## src/rtl/cpu_lsu.sv

```systemverilog
// cpu_lsu: load/store unit between the Q4 memory stage and a
// request/grant/response data-memory bus. One access in flight at a time.
// Handshake: the bus accepts a request in the cycle o_bus_req=1 and
// i_bus_gnt=1, and returns exactly one i_bus_rvalid in a later cycle.
// Misaligned or illegal-size operations finish at once with o_exc and
// generate no bus traffic.
module cpu_lsu #(
  parameter int ADDR_W = 32
) (
  input  logic              i_clk,
  input  logic              i_rst,
  input  logic              i_req_valid,
  input  logic              i_req_we,
  input  logic [2:0]        i_req_funct3,
  input  logic [ADDR_W-1:0] i_req_addr,
  input  logic [31:0]       i_req_wdata,
  output logic              o_stall,
  output logic              o_rsp_valid,
  output logic [31:0]       o_rsp_rdata,
  output logic              o_exc,
  output logic              o_bus_req,
  output logic              o_bus_we,
  output logic [ADDR_W-1:0] o_bus_addr,
  output logic [3:0]        o_bus_wstrb,
  output logic [31:0]       o_bus_wdata,
  input  logic              i_bus_gnt,
  input  logic              i_bus_rvalid,
  input  logic [31:0]       i_bus_rdata,
  output logic [1:0]        o_dbg_state
);

  typedef enum logic [1:0] {
    S_IDLE = 2'd0,
    S_REQ  = 2'd1,
    S_WAIT = 2'd2,
    S_RESP = 2'd3
  } state_t;

  state_t state_q;
  state_t state_d;

  // Operation attributes captured at acceptance, used to shape load data.
  logic       cap_we;
  logic [2:0] cap_f3;
  logic [1:0] cap_off;

  logic [1:0]  req_off;
  logic        req_legal;
  logic [3:0]  req_wstrb;
  logic [31:0] req_wdata;
  logic [31:0] rd_shift;
  logic [31:0] load_data;

  assign req_off     = i_req_addr[1:0];
  assign o_dbg_state = state_q;

  // Legality of the incoming operation from size and byte offset.
  always_comb begin
    req_legal = 1'b0;
    if (i_req_we) begin
      case (i_req_funct3)
        3'd0:    req_legal = 1'b1;
        3'd1:    req_legal = (req_off[0] == 1'b0);
        3'd2:    req_legal = (req_off == 2'b00);
        default: req_legal = 1'b0;
      endcase
    end else begin
      case (i_req_funct3)
        3'd0, 3'd4: req_legal = 1'b1;
        3'd1, 3'd5: req_legal = (req_off[0] == 1'b0);
        3'd2:       req_legal = (req_off == 2'b00);
        default:    req_legal = 1'b0;
      endcase
    end
  end

  // Byte strobes and lane-replicated write data for stores; zero for loads.
  always_comb begin
    req_wstrb = 4'b0000;
    req_wdata = 32'h0;
    if (i_req_we) begin
      case (i_req_funct3[1:0])
        2'd0: begin
          req_wstrb = 4'b0001 << req_off;
          req_wdata = {4{i_req_wdata[7:0]}};
        end
        2'd1: begin
          req_wstrb = 4'b0011 << req_off;
          req_wdata = {2{i_req_wdata[15:0]}};
        end
        default: begin
          req_wstrb = 4'b1111;
          req_wdata = i_req_wdata;
        end
      endcase
    end
  end

  // Load lane extraction and extension using the captured offset.
  always_comb begin
    rd_shift  = i_bus_rdata >> {cap_off, 3'b000};
    load_data = 32'h0;
    if (!cap_we) begin
      case (cap_f3)
        3'd0:    load_data = {{24{rd_shift[7]}}, rd_shift[7:0]};
        3'd1:    load_data = {{16{rd_shift[15]}}, rd_shift[15:0]};
        3'd4:    load_data = {24'h0, rd_shift[7:0]};
        3'd5:    load_data = {16'h0, rd_shift[15:0]};
        default: load_data = i_bus_rdata;
      endcase
    end
  end

  // FSM state register.
  always_ff @(posedge i_clk) begin
    if (i_rst) begin
      state_q <= S_IDLE;
    end else begin
      state_q <= state_d;
    end
  end

  // FSM next state; grant only counts in REQ, rvalid only in WAIT.
  always_comb begin
    state_d = state_q;
    case (state_q)
      S_IDLE: begin
        if (i_req_valid) begin
          state_d = req_legal ? S_REQ : S_RESP;
        end
      end
      S_REQ: begin
        if (i_bus_gnt) begin
          state_d = S_WAIT;
        end
      end
      S_WAIT: begin
        if (i_bus_rvalid) begin
          state_d = S_RESP;
        end
      end
      default: state_d = S_IDLE;
    endcase
  end

  // Pipeline hold: combinational so Q4 freezes in the accepting cycle.
  always_comb begin
    o_stall = ((state_q == S_IDLE) && i_req_valid) ||
              (state_q == S_REQ) || (state_q == S_WAIT);
  end

  // Registered bus and response outputs plus captured operation fields.
  always_ff @(posedge i_clk) begin
    if (i_rst) begin
      o_rsp_valid <= 1'b0;
      o_rsp_rdata <= 32'h0;
      o_exc       <= 1'b0;
      o_bus_req   <= 1'b0;
      o_bus_we    <= 1'b0;
      o_bus_addr  <= '0;
      o_bus_wstrb <= 4'b0000;
      o_bus_wdata <= 32'h0;
      cap_we      <= 1'b0;
      cap_f3      <= 3'd0;
      cap_off     <= 2'd0;
    end else begin
      o_rsp_valid <= 1'b0;
      case (state_q)
        S_IDLE: begin
          if (i_req_valid) begin
            cap_we  <= i_req_we;
            cap_f3  <= i_req_funct3;
            cap_off <= req_off;
            if (req_legal) begin
              o_bus_req   <= 1'b1;
              o_bus_we    <= i_req_we;
              o_bus_addr  <= {i_req_addr[ADDR_W-1:2], 2'b00};
              o_bus_wstrb <= req_wstrb;
              o_bus_wdata <= req_wdata;
            end else begin
              o_rsp_valid <= 1'b1;
              o_exc       <= 1'b1;
              o_rsp_rdata <= 32'h0;
            end
          end
        end
        S_REQ: begin
          if (i_bus_gnt) begin
            o_bus_req <= 1'b0;
          end
        end
        S_WAIT: begin
          if (i_bus_rvalid) begin
            o_rsp_valid <= 1'b1;
            o_exc       <= 1'b0;
            o_rsp_rdata <= load_data;
          end
        end
        default: begin
        end
      endcase
    end
  end

endmodule

```

## config.mk

```make
export PLATFORM = sky130hd
export DESIGN_NAME = cpu_lsu
export DESIGN_NICKNAME = d
export VERILOG_FILES = /design/src/rtl/cpu_lsu.sv
export SDC_FILE = /design/constraint.sdc
export NUM_CORES = 1
export LEC_CHECK = 0
export BUFFER_PORTS_ARGS = -buffer_cell sky130_fd_sc_hd__buf_2
export CORE_ASPECT_RATIO = 1.4
export CORE_MARGIN = 4
export CORE_UTILIZATION = 48
export DETAILED_ROUTE_END_ITERATION = 6
export HOLD_SLACK_MARGIN = 0.03
export PLACE_DENSITY = 0.8
export SETUP_SLACK_MARGIN = 0.4
export SYNTH_ARGS = -nofsm -noshare
export SYNTH_HDL_FRONTEND = slang
export SYNTH_SLANG_ARGS = --single-unit
```

## constraint.sdc

```tcl
create_clock -name i_clk -period 2.6 [get_ports i_clk]
set_input_delay 0.52 -clock i_clk [delete_from_list [all_inputs] [get_ports i_clk]]
set_output_delay 0.52 -clock i_clk [all_outputs]
set_load 0.02 [all_outputs]
```

# [Word-level counts from Yosys, hierarchy flattened]
# Cells that the tools add are included.
[word_totals] ff_bits=110 input_bits=105 output_inout_bits=107 wordCells=78
[classes] n_eq_ne=15 shifts=3 n_mux=30 bitwise=1 n_reduce_logical=17
[ops] cell="$mux W32" n=5
[ops] cell="$pmux W32 S2" n=2
[ops] cell="$pmux W32 S4" n=1
[ops] cell="$shr A32 B5 Y16" n=1
[ops] cell="$eq A3 B3 Y1 const B" n=4
[ops] cell="$mux W1" n=10
[ops] cell="$ne A2 B2 Y1 const B" n=5
[ops] cell="$mux W2" n=4
[ops] cell="$pmux W4 S2" n=1
[ops] cell="$reduce_and A4 Y1" n=2
[ops] cell="$eq A3 B1 Y1 const B" n=2
[ops] cell="$logic_not A2 Y1" n=3
[ops] cell="$logic_not A3 Y1" n=2
[ops] cell="$pmux W1 S2" n=3
[ops] cell="$pmux W1 S3" n=2
[ops] cell="$pmux W2 S3" n=1
[ops] cell="$reduce_and A3 Y1" n=2
[ops] cell="$eq A2 B1 Y1 const B" n=2
[ops] cell="$mux W4" n=1
[ops] cell="$reduce_bool A2 Y1" n=2
[ops] cell="$reduce_or A2 Y1" n=2
[ops] cell="$shl A1 B2 Y4 const A" n=1
[ops] cell="$shl A2 B2 Y4 const A" n=1
[ops] cell="$eq A3 B2 Y1 const B" n=1
[ops] cell="other kinds (5)" n=6

# [Longest topological paths before layout]
# Gate-level depths: netlist of run 1.
[depth] depth_word=7 ltp_mapped=10

# [Worst setup path before layout of run 1]
# No wires, ideal clock.
[synth_path] path_kind="reg-to-output" start="register state_q[0], in the netlist o_dbg_state[0]" end="output port o_stall" t_arrival_ns=1.618 required_ns=2.080 slack_ns=0.462 stages_incl_launch_ff=7 n_path_buf=2 cell_sequence="dfxtp_1 -> inv_1 -> ha_1 -> clkbuf_2 -> and2_1 -> clkbuf_1 -> or3_1"
[synth_via] elab_chain_len=4 elab_cells_between_ends=6 cone_classes="eq/ne (2); reduce/logical (4)"
[synth_rtl] item="start, declared" line="39" rtl="state_t state_q;"
[synth_rtl] item="start signal, assigned" line="119" rtl="state_q <= state_d;"
[synth_rtl] item="$logic_not A2 Y1" line="148" rtl="o_stall = ((state_q == S_IDLE) && i_req_valid) ||"
[synth_rtl] item="$logic_and A1 B1 Y1" line="148"
[synth_rtl] item="$logic_or A1 B1 Y1" line="148"
[synth_rtl] item="$logic_or A1 B1 Y1 (*)" line="149" rtl="(state_q == S_REQ) || (state_q == S_WAIT);"
[synth_rtl] item="end, declared" line="17" rtl="output logic o_stall,"
# Every way passes the cells marked *; elsewhere a longest branch is shown, timed or not.

# [Worst setup path after layout of run 1]
# Ends and elaborated chain as after synthesis.

==> run metrics, run 1 <==
outcome=complete, no violations; Psw=1.75 mW; Mapped Area=0.00508 mm2; Primary FF master, synth=dfxtp_1; design area=0.00655 mm2; Final #Nets=886; worst ir drop on vdd=0.401 mV; Multi-input gate area=0.00261 mm2; commonest cells in the netlist=110 x dfxtp_1, 100 x nand2_1, 61 x a21oi_1; antenna violation net count after detailed routing=0; Final Cycle Share=82.2%; CTS H-Tree Depth=3; initial antenna violation count=1; cell row count=44; Startpoint Class=flip-flop; CP max FO=8; main area contributors after synthesis=dfxtp_1 43%, nand2_1 7.4%, a21oi_1 6.0%; TNS Setup=0 ns; CP max stage delay=0.33 ns; worst slack, placed=0.224 ns; core area=0.0103 mm2; Critical Path AT=1.62 ns; most frequent cell after synthesis=dfxtp_1; Port Buffers=209; Power Density=757 mW/mm2; RSZ-0062 raised after global routing=false; Gate power share=33.5%; synthesized netlist cell count=590; global route total overflow=0; clk sink count=110; die height=130 um; drt total wl=16,000 um; FF/Latch Area=0.00221 mm2; first-pass iteration count of the detailed router=5; DR WL/cell=17.4 um; Slew HR=34.6%; Hold Buf Count CTS=0; setup slack after layout=0.464 ns; hold violation total from the final report=0; clock network fraction of total power=27.2%; EDFF count, synth=0; number of global-route vias before repair=5,070; area leader, netlist=dfxtp_1; switch share=35.3%; leakage power=2.86 nW; die area=0.0123 mm2; Starting DRT DRC Count=366; syn avg cell area=8.61 um2; All-Layer GR Usage=25.2%; Yosys top cell area share=43.4%; later-pin clock latency in the skew report=0.35 ns; Layout Area Growth over Synthesis=29.0%; vias per cell=5.66; Fin Clk Skew=0.00935 ns; Yosys reg bits=110; worst hold margin=0.376 ns; DP Area=0.00618 mm2; fillers=956; critical path class=flip-flop to output pin; CP max-delay cell=dfxtp_2; crit path time final=2.14 ns; max frequency=0.468 GHz; Final setup viols=0; worst endpoint required time=2.08 ns; Worst-Margin Slew=0.977 ns; share of layout cells above drive strength 1=35.5%; HPWL after DPL=12,100 um; DRC violations left=0; Yosys Warn Count=0; P_int=3.21 mW; crit end category=output pin; Ports=212; crit-path cells=inv_1, ha_4, and2_4, or3_4, buf_4; CTS Root Cell=clkbuf_16; FFs w/ async S/R, synth=0%; Hold WC Path Type=input pin to flip-flop; Reg clk slew, reported paths=0.07 ns; vias post-DR=5,216; first-pass GRT wire length=24,800 um; Slew Limit Fails=0; CTS Buf Count=9; initial core utilization=49.1%; largest net degree at the start of global routing=72; RePlAce Congestion=0.898; sequential area share after synthesis=43.4%; Die Wd=94.9 um; clk buf depth=2; TritonCTS clock tree=built; post-synth cell types=50; max_cap viols=0; Flop pwr share=39.3%
[critical path: cells and delay by family, from the launching register on]
kind | cells | cell delay [ns]
buffers and inverters | 2 | 0.24
and+or+nand+nor | 2 | 0.50
adders and majority gates | 1 | 0.19
DFF | 1 | 0.33
[cells by family (layout without fill, tap and decap cells)]
family / Yosys count / after routing / synth area share, %
AO/OA/AOI/OAI: 191 / 191 / 26.5
XOR/XNOR: 1 / 1 / 0.173
adder cells (fa/ha/maj): 4 / 4 / 0.986
buffers and inverters: 69 / 260 / 6.06
flip-flops: 110 / 110 / 43.4
multiplexers: 36 / 36 / 7.76
other: 1 / 3 / 0.0739
AND/OR/NAND/NOR: 178 / 178 / 15.1
[through the flow]
step	std cells	power (mW)	util, %
2_1_floorplan	591	3.05	-
3_3_place_gp	899	3.48	59.7
3_5_place_dp	899	3.52	59.7
4_1_cts	917	4.93	62.9
5_1_grt	921	5.22	63.3
6_report	921	4.96	63.3
[area by class of cell]
| type | count | area share [%] |
|---|---|---|
| Multi-Input combinational cell | 412 | 39.9 |
| Sequential cell | 110 | 33.7 |
| Timing Repair Buffer | 227 | 18.3 |
| Clock buffer | 11 | 3.86 |
| Tap cell | 138 | 2.64 |
| Inverter | 17 | 0.974 |
| Clock inverter | 5 | 0.611 |
| Antenna cell | 1 | 0.0382 |
[sequential cells by signal, summed over array words and instances, names as in the netlist]
register     count
o_bus_wstrb      4
o_bus_addr      30
cap_we           1
o_dbg_state      2
o_bus_we         1
cap_f3           3
o_exc            1
o_rsp_rdata     32
cap_off          2
o_rsp_valid      1
o_bus_wdata     32
o_bus_req        1
[metal layers]
layer  track usage (%)  vias up  share of wire, %
met5                 0        -                 0
met3              7.27       33               8.3
met1              27.9     2478                37
met4              9.94        0               3.0
met2              45.1      228                52
li1                  -     2477                 -
[layout by cell type, fill, tap and decap left out, types with 3 or more instances in the layout]
master and n:
a21oi_1 61, a22oi_1 33, a2bb2oi_1 7, a32oi_1 16, buf_2 208, buf_4 18
clkbuf_16 9, dfxtp_1 107, ha_1 3, inv_1 16, mux2_2 17, mux2i_1 18
nand2_1 100, nand2b_1 16, nand3b_1 3, nor2_1 46, nor2b_1 4, o21ai_0 16
o22ai_1 8, o2bb2ai_1 26, o32ai_1 6
[final timing paths]
kind,start,to,slack [ns],cells past startpoint
worst min register to register,o_bus_addr[11],o_bus_addr[11],0.45,2
worst max-delay path,o_dbg_state[0],o_stall,0.46,5
worst max register to register,o_dbg_state[0],o_bus_addr[19],0.70,7
worst min-delay path,i_bus_gnt,o_bus_req,0.38,2
[power groups by stage]
stage               logic (mW)  clock network (mW)  registers [mW]
floorplan                0.947                   0            2.10
global placement          1.50                   0            1.98
detailed placement        1.53                   0            1.99
CTS                       1.61                1.37            1.95
global route              1.81                1.45            1.97
finish                    1.66                1.35            1.95
[what timing repair did]
| action | CTS | global route |
|---|---|---|
| pin swaps | 0 | 2 |
| endpoints found under the setup margin | 31 | 18 |
| buffers inserted | 2 | 3 |
| gates resized for setup | 9 | 2 |
Power figures use the tool's default switching activity.
==> run 2: changes to the inputs <==
CORE_UTILIZATION = 44   (was 48)
PLACE_DENSITY = 0.77   (was 0.8)
clock period = 1.8 ns   (was 2.6 ns; I/O delays follow)
==> run 2 against run 1 <==
The flow now finishes with violations (design-rule violations, negative setup slack). Combinational power is 110% higher. Hold slack worse by 0.13 ns. Setup slack worse by 0.52 ns. Global-route usage is 2.0 points higher. Register-to-register slack worse by 0.62 ns. Non-clock buffer count is 43 higher. Clock power is 47% higher. Critical path depth stayed put. Highest routed layer unchanged.
==> run metrics, run 2 (synthesis gave the netlist of run 1 again) <==
R2R Setup Slk=0.08 ns (was 0.70 ns); Layout Area Growth over Synthesis=51.3% (was 29.0%); drt total wl=18,800 um (was 16,000 um); crit path time final=1.86 ns; first-pass GRT wire length=29,300 um (was 24,800 um); core area=0.0113 mm2 (was 0.0103 mm2); share of layout cells above drive strength 1=45.7% (was 35.5%); leakage power=3.31 nW (was 2.86 nW); initial antenna violation count=0 (was 1); setup slack after layout=-0.0608 ns (was 0.464 ns); Final setup viols=1 (was 0); All-Layer GR Usage=27.2% (was 25.2%); vias per cell=5.76 (was 5.66); Final Util=67.8% (was 63.3%); Hold Buf Count CTS=0 (unchanged); Psw=2.98 mW (was 1.75 mW); first-pass iteration count of the detailed router=7 (was 5); CTS H-Tree Depth=3 (unchanged); DRC violations left=2 (was 0); DR WL/cell=19.4 um (was 17.4 um); met3 wire length=1820 um (was 1340 um); outcome=finished with violations (was complete, no violations); DP Area=0.00650 mm2 (was 0.00618 mm2); antenna violation net count after detailed routing=0 (unchanged); die height=135 um (was 130 um); max_cap viols=0 (unchanged); Flop pwr share=33.9% (was 39.3%); critical path class=flip-flop to output pin (unchanged); Fin Clk Skew=0.00617 ns (was 0.00935 ns); Final #Nets=931 (was 886); Slew HR=51.2% (was 34.6%); commonest non-fill, non-tap cell in the layout=buf_2 (unchanged); worst endpoint required time=1.44 ns (was 2.08 ns); Port Buffers=209 (unchanged); later-pin clock latency in the skew report=0.34 ns (was 0.35 ns); RePlAce Congestion=0.888 (was 0.898); Die Wd=98.8 um (was 94.9 um); biggest regs=o_bus_wdata: 32 flops, o_rsp_rdata: 32 flops, o_bus_addr: 30 flops (unchanged); Diodes inserted=0 (was 1); uppermost routed layer=met4 (unchanged); clk buf depth=2 (unchanged); CTS Buf Count=9 (unchanged); Critical Path AT=1.50 ns (was 1.62 ns); switch share=35.9% (was 35.3%); crit end category=output pin (unchanged); clk sink count=110 (unchanged); FF/Latch Area=0.00221 mm2 (about the same); CP max FO=3 (was 8); Reg clk slew, reported paths=0.08 ns (was 0.07 ns); commonest cells after routing, fill and taps aside=208 x buf_2, 105 x dfxtp_1, 97 x nand2_1 (was 208 x buf_2, 107 x dfxtp_1, 100 x nand2_1); initial core utilization=44.8% (was 49.1%); global route total overflow=0 (unchanged); violated checks=design-rule violations, negative setup slack; hold violation total from the final report=0 (unchanged); vias post-DR=5,591 (was 5,216); Multi-input gate area=0.00296 mm2 (was 0.00261 mm2); Final Cycle Share=103%; Slew Limit Fails=0 (unchanged); Ports=212 (unchanged); Startpoint Class=flip-flop (unchanged); fillers=890 (was 956); Hold WC Path Type=input pin to flip-flop (unchanged); cell row count=46 (was 44); worst ir drop on vdd=0.556 mV (was 0.401 mV); largest net degree at the start of global routing=64 (was 72); number of global-route vias before repair=5,734 (was 5,070); Starting DRT DRC Count=311 (was 366); TritonCTS clock tree=built (unchanged); P_int=5.31 mW (was 3.21 mW); design area=0.00768 mm2 (was 0.00655 mm2); Power Density=1080 mW/mm2 (was 757 mW/mm2); max frequency=0.537 GHz; CTS Root Cell=clkbuf_16 (unchanged); TNS Setup=-0.0608 ns (was 0 ns); die area=0.0133 mm2 (was 0.0123 mm2); Worst-Margin Slew=0.731 ns (was 0.977 ns); Gate power share=42.3% (was 33.5%); clock network fraction of total power=23.8% (was 27.2%); HPWL after DPL=12,300 um (was 12,100 um); RSZ-0062 raised after global routing=true (was false); wire length on met1=6450 um (was 5880 um); met2 wire len=9700 um (was 8340 um)
## run 2: changes by cell type in the layout (fill, tap and decap cells not counted), moves of 8 or more
cell | previous run | this run
a21oi_2 | 1 | 9
a22oi_1 | 33 | 14
buf_16 | 0 | 12
buf_6 | 0 | 11
a22oi_2 | 0 | 19
a21oi_1 | 61 | 50
buf_12 | 1 | 10
buf_4 | 18 | 27
## run 2: final cells by class
type | count | share of cell area [%]
Multi-Input combinational cell | 414 | 38.5
Timing Repair Buffer | 270 | 25.5
Clock inverter | 6 | 0.749
Clock buffer | 10 | 3.11
Inverter | 17 | 0.928
Tap cell | 144 | 2.34
Sequential cell | 110 | 28.8
## run 2: final timing paths
kind	startpoint	to	depth (start not counted)
setup / recovery	o_dbg_state[1]	o_stall	5
hold / removal	i_req_addr[15]	o_bus_addr[15]	3
setup reg to reg	o_dbg_state[1]	o_bus_wstrb[2]	9
hold reg to reg	o_bus_addr[9]	o_bus_addr[9]	2
## run 2: power groups by stage
stage	Clock [mW]	Sequential [mW]	Combinational (mW)
2_1_floorplan	0	3.06	1.61
3_3_place_gp	0	2.85	2.43
3_5_place_dp	0	2.86	2.51
4_1_cts	2.02	2.81	3.43
5_1_grt	2.10	2.84	3.74
6_report	1.98	2.81	3.51
## run 2: metal layers
layer	GRT usage [%]	up-vias
met5	0	-
li1	-	2593
met3	7.34	66
met4	13.7	0
met2	48.2	318
met1	29.4	2614
## run 2: what timing repair did
action | 4_1_cts | 5_1_grt
gates resized for setup | 63 | 16
gates cloned | 16 | 0
pin swaps | 8 | 0
endpoints found under the setup margin | 103 | 103
setup buffers | 18 | 1
hold endpoints to repair | 0 | 0
## run 2: stage by stage
step / hold WS (ns) / setup slack (ns) / std cells / power, mW
after floorplan: 0.460 / 0.0339 / 591 / 4.67
after global placement: 0.438 / -0.0858 / 920 / 5.28
after detailed placement: 0.443 / -0.125 / 920 / 5.37
after CTS: 0.225 / -0.0748 / 970 / 8.25
after global routing: 0.241 / -0.101 / 971 / 8.68
final: 0.248 / -0.0608 / 971 / 8.29
## run 2: worst max-delay path, stage by stage (launching register included)
cell     delay [ns]
dfxtp_4        0.37
inv_4          0.05
ha_4           0.15
and2_4         0.13
or3_4          0.32
buf_6          0.14
